**src/rtl/trace_capture_if.sv**
```systemverilog
// Sample-in and readout-out bus of the trace capture block.
// The master side is the core/debug host; the slave side is trace_capture.
interface trace_capture_if #(
  parameter int unsigned PC_W = 32,
  parameter int unsigned IR_W = 32
);
  logic                 sample_valid;
  logic [PC_W-1:0]      pc;
  logic [IR_W-1:0]      ir;
  logic                 out_valid;
  logic                 out_ready;
  logic [PC_W+IR_W-1:0] out_data;

  modport master (
    output sample_valid, pc, ir, out_ready,
    input  out_valid, out_data
  );

  modport slave (
    input  sample_valid, pc, ir, out_ready,
    output out_valid, out_data
  );
endinterface

```
**src/rtl/trace_capture.sv**
```systemverilog
// Instruction trace capture: circular pc/ir buffer with PC-match or forced trigger,
// a fixed number of post-trigger entries, and oldest-first valid/ready readout.
module trace_capture #(
  parameter int unsigned PC_W      = 32,
  parameter int unsigned IR_W      = 32,
  parameter int unsigned DEPTH     = 16,
  parameter int unsigned POST_TRIG = 8
) (
  input  logic                     clock,
  input  logic                     reset,
  trace_capture_if.slave           bus,
  input  logic                     arm,
  input  logic                     trig_en,
  input  logic [PC_W-1:0]          trig_pc,
  input  logic                     force_trig,
  output logic [1:0]               state,
  output logic [$clog2(DEPTH):0]   fill_count,
  output logic [$clog2(DEPTH)-1:0] trig_pos,
  output logic                     wrapped
);
  localparam int unsigned AW = $clog2(DEPTH);
  localparam int unsigned DW = PC_W + IR_W;
  localparam logic [AW:0]   FullCnt  = (AW+1)'(DEPTH);
  localparam logic [AW-1:0] PostInit = AW'(POST_TRIG);

  typedef enum logic [1:0] {
    StIdle  = 2'd0,
    StArmed = 2'd1,
    StPost  = 2'd2,
    StDone  = 2'd3
  } state_e;

  state_e            state_q, state_d;
  logic [AW-1:0]     wr_ptr_q, wr_ptr_d;
  logic [AW:0]       fill_q, fill_d;
  logic [AW:0]       rd_idx_q, rd_idx_d;
  logic [AW-1:0]     post_cnt_q, post_cnt_d;
  logic [AW-1:0]     trig_pos_q, trig_pos_d;
  logic              wrapped_q, wrapped_d;
  logic              out_valid_q, out_valid_d;
  logic [DW-1:0]     out_data_q, out_data_d;

  logic [DW-1:0]     mem [DEPTH];
  logic              wr_en;
  logic              trigger;
  logic [AW:0]       fill_inc;
  logic [AW-1:0]     rd_addr;

  assign trigger  = bus.sample_valid && (force_trig || (trig_en && bus.pc == trig_pc));
  assign fill_inc = (fill_q == FullCnt) ? fill_q : fill_q + 1'b1;
  // Oldest entry sits fill_count slots behind the write pointer.
  assign rd_addr  = wr_ptr_q - fill_q[AW-1:0] + rd_idx_q[AW-1:0];

  always_comb begin
    state_d     = state_q;
    wr_ptr_d    = wr_ptr_q;
    fill_d      = fill_q;
    rd_idx_d    = rd_idx_q;
    post_cnt_d  = post_cnt_q;
    trig_pos_d  = trig_pos_q;
    wrapped_d   = wrapped_q;
    out_valid_d = out_valid_q;
    out_data_d  = out_data_q;
    wr_en       = 1'b0;

    if (arm) begin
      // Restart from any state; a coincident sample is dropped.
      state_d     = StArmed;
      wr_ptr_d    = '0;
      fill_d      = '0;
      rd_idx_d    = '0;
      post_cnt_d  = '0;
      wrapped_d   = 1'b0;
      out_valid_d = 1'b0;
    end else begin
      unique case (state_q)
        StIdle: ;
        StArmed: begin
          if (bus.sample_valid) begin
            wr_en    = 1'b1;
            wr_ptr_d = wr_ptr_q + 1'b1;
            fill_d   = fill_inc;
            if (fill_q == FullCnt) wrapped_d = 1'b1;
            if (trigger) begin
              trig_pos_d = AW'(fill_inc - 1'b1);
              if (POST_TRIG == 0) begin
                state_d = StDone;
              end else begin
                state_d    = StPost;
                post_cnt_d = PostInit;
              end
            end
          end
        end
        StPost: begin
          if (bus.sample_valid) begin
            wr_en      = 1'b1;
            wr_ptr_d   = wr_ptr_q + 1'b1;
            fill_d     = fill_inc;
            post_cnt_d = post_cnt_q - 1'b1;
            // Overwriting the oldest entry moves the trigger one slot closer to the head.
            if (fill_q == FullCnt && trig_pos_q != '0) trig_pos_d = trig_pos_q - 1'b1;
            if (post_cnt_q == AW'(1)) state_d = StDone;
          end
        end
        StDone: begin
          if (!out_valid_q || bus.out_ready) begin
            if (rd_idx_q < fill_q) begin
              out_valid_d = 1'b1;
              out_data_d  = mem[rd_addr];
              rd_idx_d    = rd_idx_q + 1'b1;
            end else begin
              out_valid_d = 1'b0;
            end
          end
        end
        default: ;
      endcase
    end
  end

  always_ff @(posedge clock or negedge reset) begin
    if (!reset) begin
      state_q     <= StIdle;
      wr_ptr_q    <= '0;
      fill_q      <= '0;
      rd_idx_q    <= '0;
      post_cnt_q  <= '0;
      trig_pos_q  <= '0;
      wrapped_q   <= 1'b0;
      out_valid_q <= 1'b0;
      out_data_q  <= '0;
    end else begin
      state_q     <= state_d;
      wr_ptr_q    <= wr_ptr_d;
      fill_q      <= fill_d;
      rd_idx_q    <= rd_idx_d;
      post_cnt_q  <= post_cnt_d;
      trig_pos_q  <= trig_pos_d;
      wrapped_q   <= wrapped_d;
      out_valid_q <= out_valid_d;
      out_data_q  <= out_data_d;
    end
  end

  always_ff @(posedge clock) begin
    if (wr_en) mem[wr_ptr_q] <= {bus.pc, bus.ir};
  end

  assign state         = state_q;
  assign fill_count    = fill_q;
  assign trig_pos      = trig_pos_q;
  assign wrapped       = wrapped_q;
  assign bus.out_valid = out_valid_q;
  assign bus.out_data  = out_data_q;
endmodule

```
**src/flat_wrapper.sv**
```systemverilog
// flat-port wrapper written by rule: the top's interface ports become plain ports
module trace_capture_flat 
#(
  parameter int unsigned PC_W      = 32,
  parameter int unsigned IR_W      = 32,
  parameter int unsigned DEPTH     = 16,
  parameter int unsigned POST_TRIG = 8
)
  (clock, reset, arm, trig_en, trig_pc, force_trig, state, fill_count, trig_pos, wrapped, bus_sample_valid, bus_pc, bus_ir, bus_out_ready, bus_out_valid, bus_out_data);
  trace_capture_if #(.PC_W(PC_W), .IR_W(IR_W)) bus_i ();
  input  logic clock;
  input  logic reset;
  input  logic arm;
  input  logic trig_en;
  input  logic [PC_W-1:0] trig_pc;
  input  logic force_trig;
  output logic [1:0] state;
  output logic [$clog2(DEPTH):0] fill_count;
  output logic [$clog2(DEPTH)-1:0] trig_pos;
  output logic wrapped;
  input wire logic [$bits(bus_i.sample_valid)-1:0] bus_sample_valid;
  input wire logic [$bits(bus_i.pc)-1:0] bus_pc;
  input wire logic [$bits(bus_i.ir)-1:0] bus_ir;
  input wire logic [$bits(bus_i.out_ready)-1:0] bus_out_ready;
  output wire logic [$bits(bus_i.out_valid)-1:0] bus_out_valid;
  output wire logic [$bits(bus_i.out_data)-1:0] bus_out_data;
  assign bus_i.sample_valid = bus_sample_valid;
  assign bus_i.pc = bus_pc;
  assign bus_i.ir = bus_ir;
  assign bus_i.out_ready = bus_out_ready;
  assign bus_out_valid = bus_i.out_valid;
  assign bus_out_data = bus_i.out_data;
  trace_capture #(.PC_W(PC_W), .IR_W(IR_W), .DEPTH(DEPTH), .POST_TRIG(POST_TRIG)) u_core (.clock(clock), .reset(reset), .bus(bus_i), .arm(arm), .trig_en(trig_en), .trig_pc(trig_pc), .force_trig(force_trig), .state(state), .fill_count(fill_count), .trig_pos(trig_pos), .wrapped(wrapped));
endmodule
```
**config.mk**
```make
export PLATFORM = sky130hd
export DESIGN_NAME = trace_capture_flat
export DESIGN_NICKNAME = d
export VERILOG_FILES = /design/src/rtl/trace_capture_if.sv /design/src/rtl/trace_capture.sv /design/src/flat_wrapper.sv
export SDC_FILE = /design/constraint.sdc
export NUM_CORES = 1
export LEC_CHECK = 0
export BUFFER_PORTS_ARGS = -buffer_cell sky130_fd_sc_hd__buf_2
export CAP_MARGIN = 20
export CORE_UTILIZATION = 45
export DETAILED_ROUTE_END_ITERATION = 10
export PLACE_DENSITY = 0.68
export REMOVE_ABC_BUFFERS = 1
export SLEW_MARGIN = 15
export SYNTH_ARGS = -nofsm -noshare
export SYNTH_HDL_FRONTEND = slang
export SYNTH_SLANG_ARGS = --single-unit
```
**constraint.sdc**
```tcl
create_clock -name clock -period 3.4 [get_ports clock]
set_clock_uncertainty 0.1 [all_clocks]
set_input_delay 0.68 -clock clock [delete_from_list [all_inputs] [get_ports clock]]
set_output_delay 0.68 -clock clock [all_outputs]
set_load 0.01 [all_outputs]
```
# Word level (Yosys, flattened, before mapping)
# Memories as Yosys holds them, arrays and structs flattened. A register that Yosys moved wholly into a read port is not among the register bits.
# Cells that the tools add are included.
# totals
register_bits,26
ramBits,1024
input_bits,103
output_inout_bits,77
wordCells,99
memories,1
# op_classes
add_sub_neg,8
n_lt_le_gt_ge,1
n_eq_ne,14
mux,40
bitwise,1
n_reduce_logical,26
# memory_table
name,depth,width,rd,rd_clocked_by_memory_dff,write_ports,line_no,source
u_core.mem,16,64,1,1,1,trace_capture.sv:43,logic [DW-1:0] mem [DEPTH];
# op_table
operator,count
$mux W4,11
$mux W5,8
$eq A32 B32 Y1,1
$pmux W4 S2,2
$reduce_bool A2 Y1,8
$mux W1,13
$sub A4 B1 Y4 const B,3
$add A5 B1 Y5 const B,2
$mux W2,5
$reduce_and A4 Y1,2
$ne A3 B2 Y1 const B,2
$ne A3 B3 Y1 const B,2
$reduce_and A3 Y1,2
$reduce_and A6 Y1,1
$eq A5 B5 Y1 const B,1
$lt A5 B5 Y1,1
$reduce_and A5 Y1,1
$add A4 B1 Y4 const B,1
$add A4 B4 Y4,1
$eq A2 B2 Y1 const B,2
$eq A4 B1 Y1 const B,1
$ne A2 B1 Y1 const B,2
$ne A2 B2 Y1 const B,2
$pmux W2 S2,1
10 further kinds,15

# Longest topological paths before layout
# depth
word_depth,8
mapped_depth,11
mapped_depth_nobuf,9

# Worst setup path after synthesis
# OpenSTA, ideal clock, no wires.
# synth_path
kind,flip-flop to flip-flop
startpoint,"reg u_core.fill_q[0], in the netlist u_core.fill_count[0]"
endpoint,"reg u_core.out_data_q[10], in the netlist u_core.bus.out_data[10], read port of u_core.mem"
setup_ps,125
t_arrival_ps,3309
required_ps,3175
path_slack_ps,-134
stages_incl_launch_ff,11
n_path_buf,2
synth_period_minus_slack_ps,3534
path_cell_list,dfrtp_1 -> ha_1 -> inv_1 -> ha_1 -> inv_1 -> fa_1 -> buf_1 -> clkbuf_1 -> mux4_2 -> mux4_2 -> mux2_2
# synth_via
elab_chain_cells,2
word_cells_on_any_way,4
classes_between,add/sub (2); order compare (1); reduce/logical (1)
# synth_rtl
item,line_no,source
from (decl),trace_capture.sv:35,"logic [AW:0] fill_q, fill_d;"
from (signal assigned),trace_capture.sv:136,fill_q <= fill_d;
$sub A4 B4 Y4 or $lt A5 B5 Y1 (tied branches),"trace_capture.sv:52, trace_capture.sv:108",
$add A4 B4 Y4 or $reduce_and A4 Y1 (tied branches),-,
to (decl),trace_capture.sv:41,"logic [DW-1:0] out_data_q, out_data_d;"
# Parallel ways exist; a longest one is shown, timed or not.
# A chain may end at the register's enable or synchronous reset.

# Worst setup path in the final report
# layout_path
startpoint,"reg u_core.fill_q[1], in the netlist u_core.fill_count[1]"
endpoint,"reg u_core.out_data_q[5], in the netlist u_core.bus.out_data[5], read port of u_core.mem"
# The elaborated chain is that of the path after synthesis.

==> impl_metrics.tcl <==
set metrics [dict create \
    outcome "complete, but fails checks" \
    violations "negative setup slack" \
    fin_setup_tns_ps -7420 \
    regToRegSetupSlack_ps -160 \
    holdPathStages 2 \
    area_growth_syn_to_layout_pct 19.0 \
    min_path_type "primary input to flop" \
    max_freq_mhz 281 \
    pin_count 180 \
    rows 113 \
    leakage_nw 17.1 \
    hold_end "u_core.wr_ptr_q[3]$_DFFE_PN0P_" \
    die_area_sq_um 96900 \
    utilization 0.540 \
    cts_tree "done" \
    total_power_mw 35.3 \
    die_x_um 311 \
    hpwl_mm 59.2 \
    rr_startpoint "u_core.fill_count[1]$_DFFE_PN0P_" \
    portBuffers 179 \
    ys_seq_area_frac 0.766 \
    critPathLaunchType "flop" \
    hold-worst-slack_ps 195 \
    cts_buffers 108 \
    dpl_worst_slack_ps -230 \
    die_h_um 311 \
    place_area_sq_um 47000 \
    ys.warnings.count 0 \
    wirelength_mm 102 \
    reg2regPathDepth 8 \
    crit_required_ps 3850 \
    grt_overflow 0 \
    drive_above_1_share 0.399 \
    start_util 0.454 \
    crit_type "flop to flop" \
    cp-end-kind "flop" \
    slew_headroom 0.489 \
    report.final.slew_viol_count 0 \
    min_from "arm" \
    vias 20300 \
    rsz0062_at_grt "true" \
    hold_viol 0 \
    clk_pin_slew_ps 60 \
    fin_crit_ps 3560 \
    ir_drop_mv 0.524 \
    grt_use_total 0.212 \
    min_period_over_period 1.05 \
    tightest_slew_ps 767 \
    synth_cells 1812 \
    synth_edf_count 1024 \
    vias_per_cell 5.73 \
    clock_latency_ps 680 \
    drt-initial-drc-count 1895 \
    ys_types 44 \
    cts_sinks 1114 \
    crit_arrival_ps 4010 \
    grt_max_degree 50 \
    wl_per_cell_um 28.7 \
    nets 2297 \
    synth_area_sq_um 43100 \
    grt_pass1_vias 21300 \
    setup_viol 64 \
    fin_ws_ps -164 \
    synth_seq_cells 1114 \
    core_sq_um 94900 \
    cts_htree_levels 3 \
    synth_top_flop_cell "edfxtp_1" \
    cts_max_path_buffers 3 \
    dp.cells 3304 \
    antenna_found_initial 10 \
    gp_congestion 0.768 \
    final_cells 3535 \
    postRouteAntennaNets 0 \
    critical_path.max_fanout 19 \
    grt_pass1_wl_mm 147 \
    drv_cap 0 \
    synth-async-reset-ratio 0.0808 \
    fillCellCount 6982 \
    final_area_sq_um 51200 \
    rr_endpoint "u_core.bus.out_data[5]$_DFFE_PN0P_" \
    p_per_area_nw_per_um2 689 \
    drc 0 \
    dr.pass1.iters 7 \
    cts-root-buf "clkbuf_16" \
    synth.avg_cell_area_sq_um 23.8 \
]
==> metal layers <==
metal	GRT usage	vias to the layer above	routed length, um
li1	-	8402	-
met1	0.276	10900	39900
met2	0.362	794	52100
met3	0.0420	151	7240
met4	0.0583	12	2210
met5	0	-	73
==> what timing repair did <==
action | in CTS | in global routing
setup endpoints to repair | 64 | 64
setup buffers | 9 | 3
endpoints found under the hold margin | 15 | 0
pin swaps | 2 | 0
hold buffers | 1 | 0
gates resized for setup | 49 | 7
gates cloned | 9 | 2
==> cell usage after synthesis, drive strengths merged, types with 4 or more instances <==
master  count  area (sq um)
edfxtp   1024         30700
mux4      320          7210
dfrtp      90          2250
mux2       67           754
buf        43           344
clkbuf     41           155
xnor2      34           324
ha         21           263
inv        21          78.8
nor2       21          86.3
nand2      18          67.6
a21oi      16          83.8
and2       16           100
xor2       12           105
nand4       8          50.1
nor4        7          43.8
o21ai       7          38.8
mux2i       6          60.1
nand3       5          25.0
nor2b       5          31.3
nand2b      4          25.0
nor3        4          20.0
==> cell families after synthesis <==
| group | after synthesis | share of synthesized area |
|---|---|---|
| flops | 1114 | 0.766 |
| buf+inv | 105 | 0.0134 |
| mux | 393 | 0.186 |
| fa+ha+maj | 24 | 0.00750 |
| xor+xnor | 46 | 0.00997 |
| compound gates | 31 | 0.00418 |
| simple gates | 99 | 0.0124 |
==> layout by cell type, fill, tap and decap left out, drive strengths merged, types with 4 or more instances in the layout <==
cell	count
edfxtp	1024
buf	328
mux4	320
clkbuf	163
dfrtp	90
mux2	67
xnor2	34
clkinv	29
inv	25
nor2	21
ha	21
nand2	18
and2	16
a21oi	16
xor2	12
nand4	8
bufinv	8
nor4	7
o21ai	7
mux2i	6
diode	5
nor2b	5
nand3	5
nand2b	4
nor3	4
==> power breakdown <==
part	leakage, nW	internal, mW	switching [mW]
logic	4.94	4.26	3.24
registers	10.4	15.5	0.388
clock network	1.74	6.89	5.06
==> sequential cells by signal, summed over array words and instances (netlist names) <==
signal,flops
u_core.post_cnt_q,4
u_core.rd_idx_q,5
u_core.wr_ptr_q,4
u_core.state,2
u_core.fill_count,5
u_core.wrapped,1
u_core.trig_pos,4
u_core.bus.out_valid,1
u_core.mem,1024
u_core.bus.out_data,64
==> critical path, cell delays in order, from the launching register on <==
cell and delay, ps:
dfrtp_1 400, fa_1 550, fa_4 810, buf_12 130, buf_16 180, buf_12 190, mux4_2 320, mux4_2 490
mux2_4 270
==> area by class of cell <==
type | instances | area, sq um | share of cell area
Timing Repair Buffer | 332 | 3280 | 0.0639
Clock buffer | 161 | 3070 | 0.0600
Tap cell | 1265 | 1580 | 0.0309
Antenna cell | 5 | 12.5 | 0.000244
Multi-Input combinational cell | 593 | 9690 | 0.189
Clock inverter | 44 | 527 | 0.0103
Sequential cell | 1114 | 33000 | 0.644
Inverter | 21 | 78.8 | 0.00154
==> worst max path at each step <==
| stage | slack [ps] | endpoint | start |
|---|---|---|---|
| 6_report | -160 | u_core.bus.out_data[5]$_DFFE_PN0P_ | u_core.fill_count[1]$_DFFE_PN0P_ |
| 2_1_floorplan | -8530 | u_core.bus.out_data[0]$_DFFE_PN0P_ | u_core.fill_count[0]$_DFFE_PN0P_ |
| 3_3_place_gp | -230 | u_core.bus.out_data[51]$_DFFE_PN0P_ | u_core.wr_ptr_q[0]$_DFFE_PN0P_ |
| 4_1_cts | -170 | u_core.bus.out_data[32]$_DFFE_PN0P_ | u_core.fill_count[1]$_DFFE_PN0P_ |
| 5_1_grt | -190 | u_core.bus.out_data[5]$_DFFE_PN0P_ | u_core.fill_count[1]$_DFFE_PN0P_ |
| 3_5_place_dp | -230 | u_core.bus.out_data[51]$_DFFE_PN0P_ | u_core.wr_ptr_q[0]$_DFFE_PN0P_ |
Note: power is estimated with default switching activity, not from simulation.
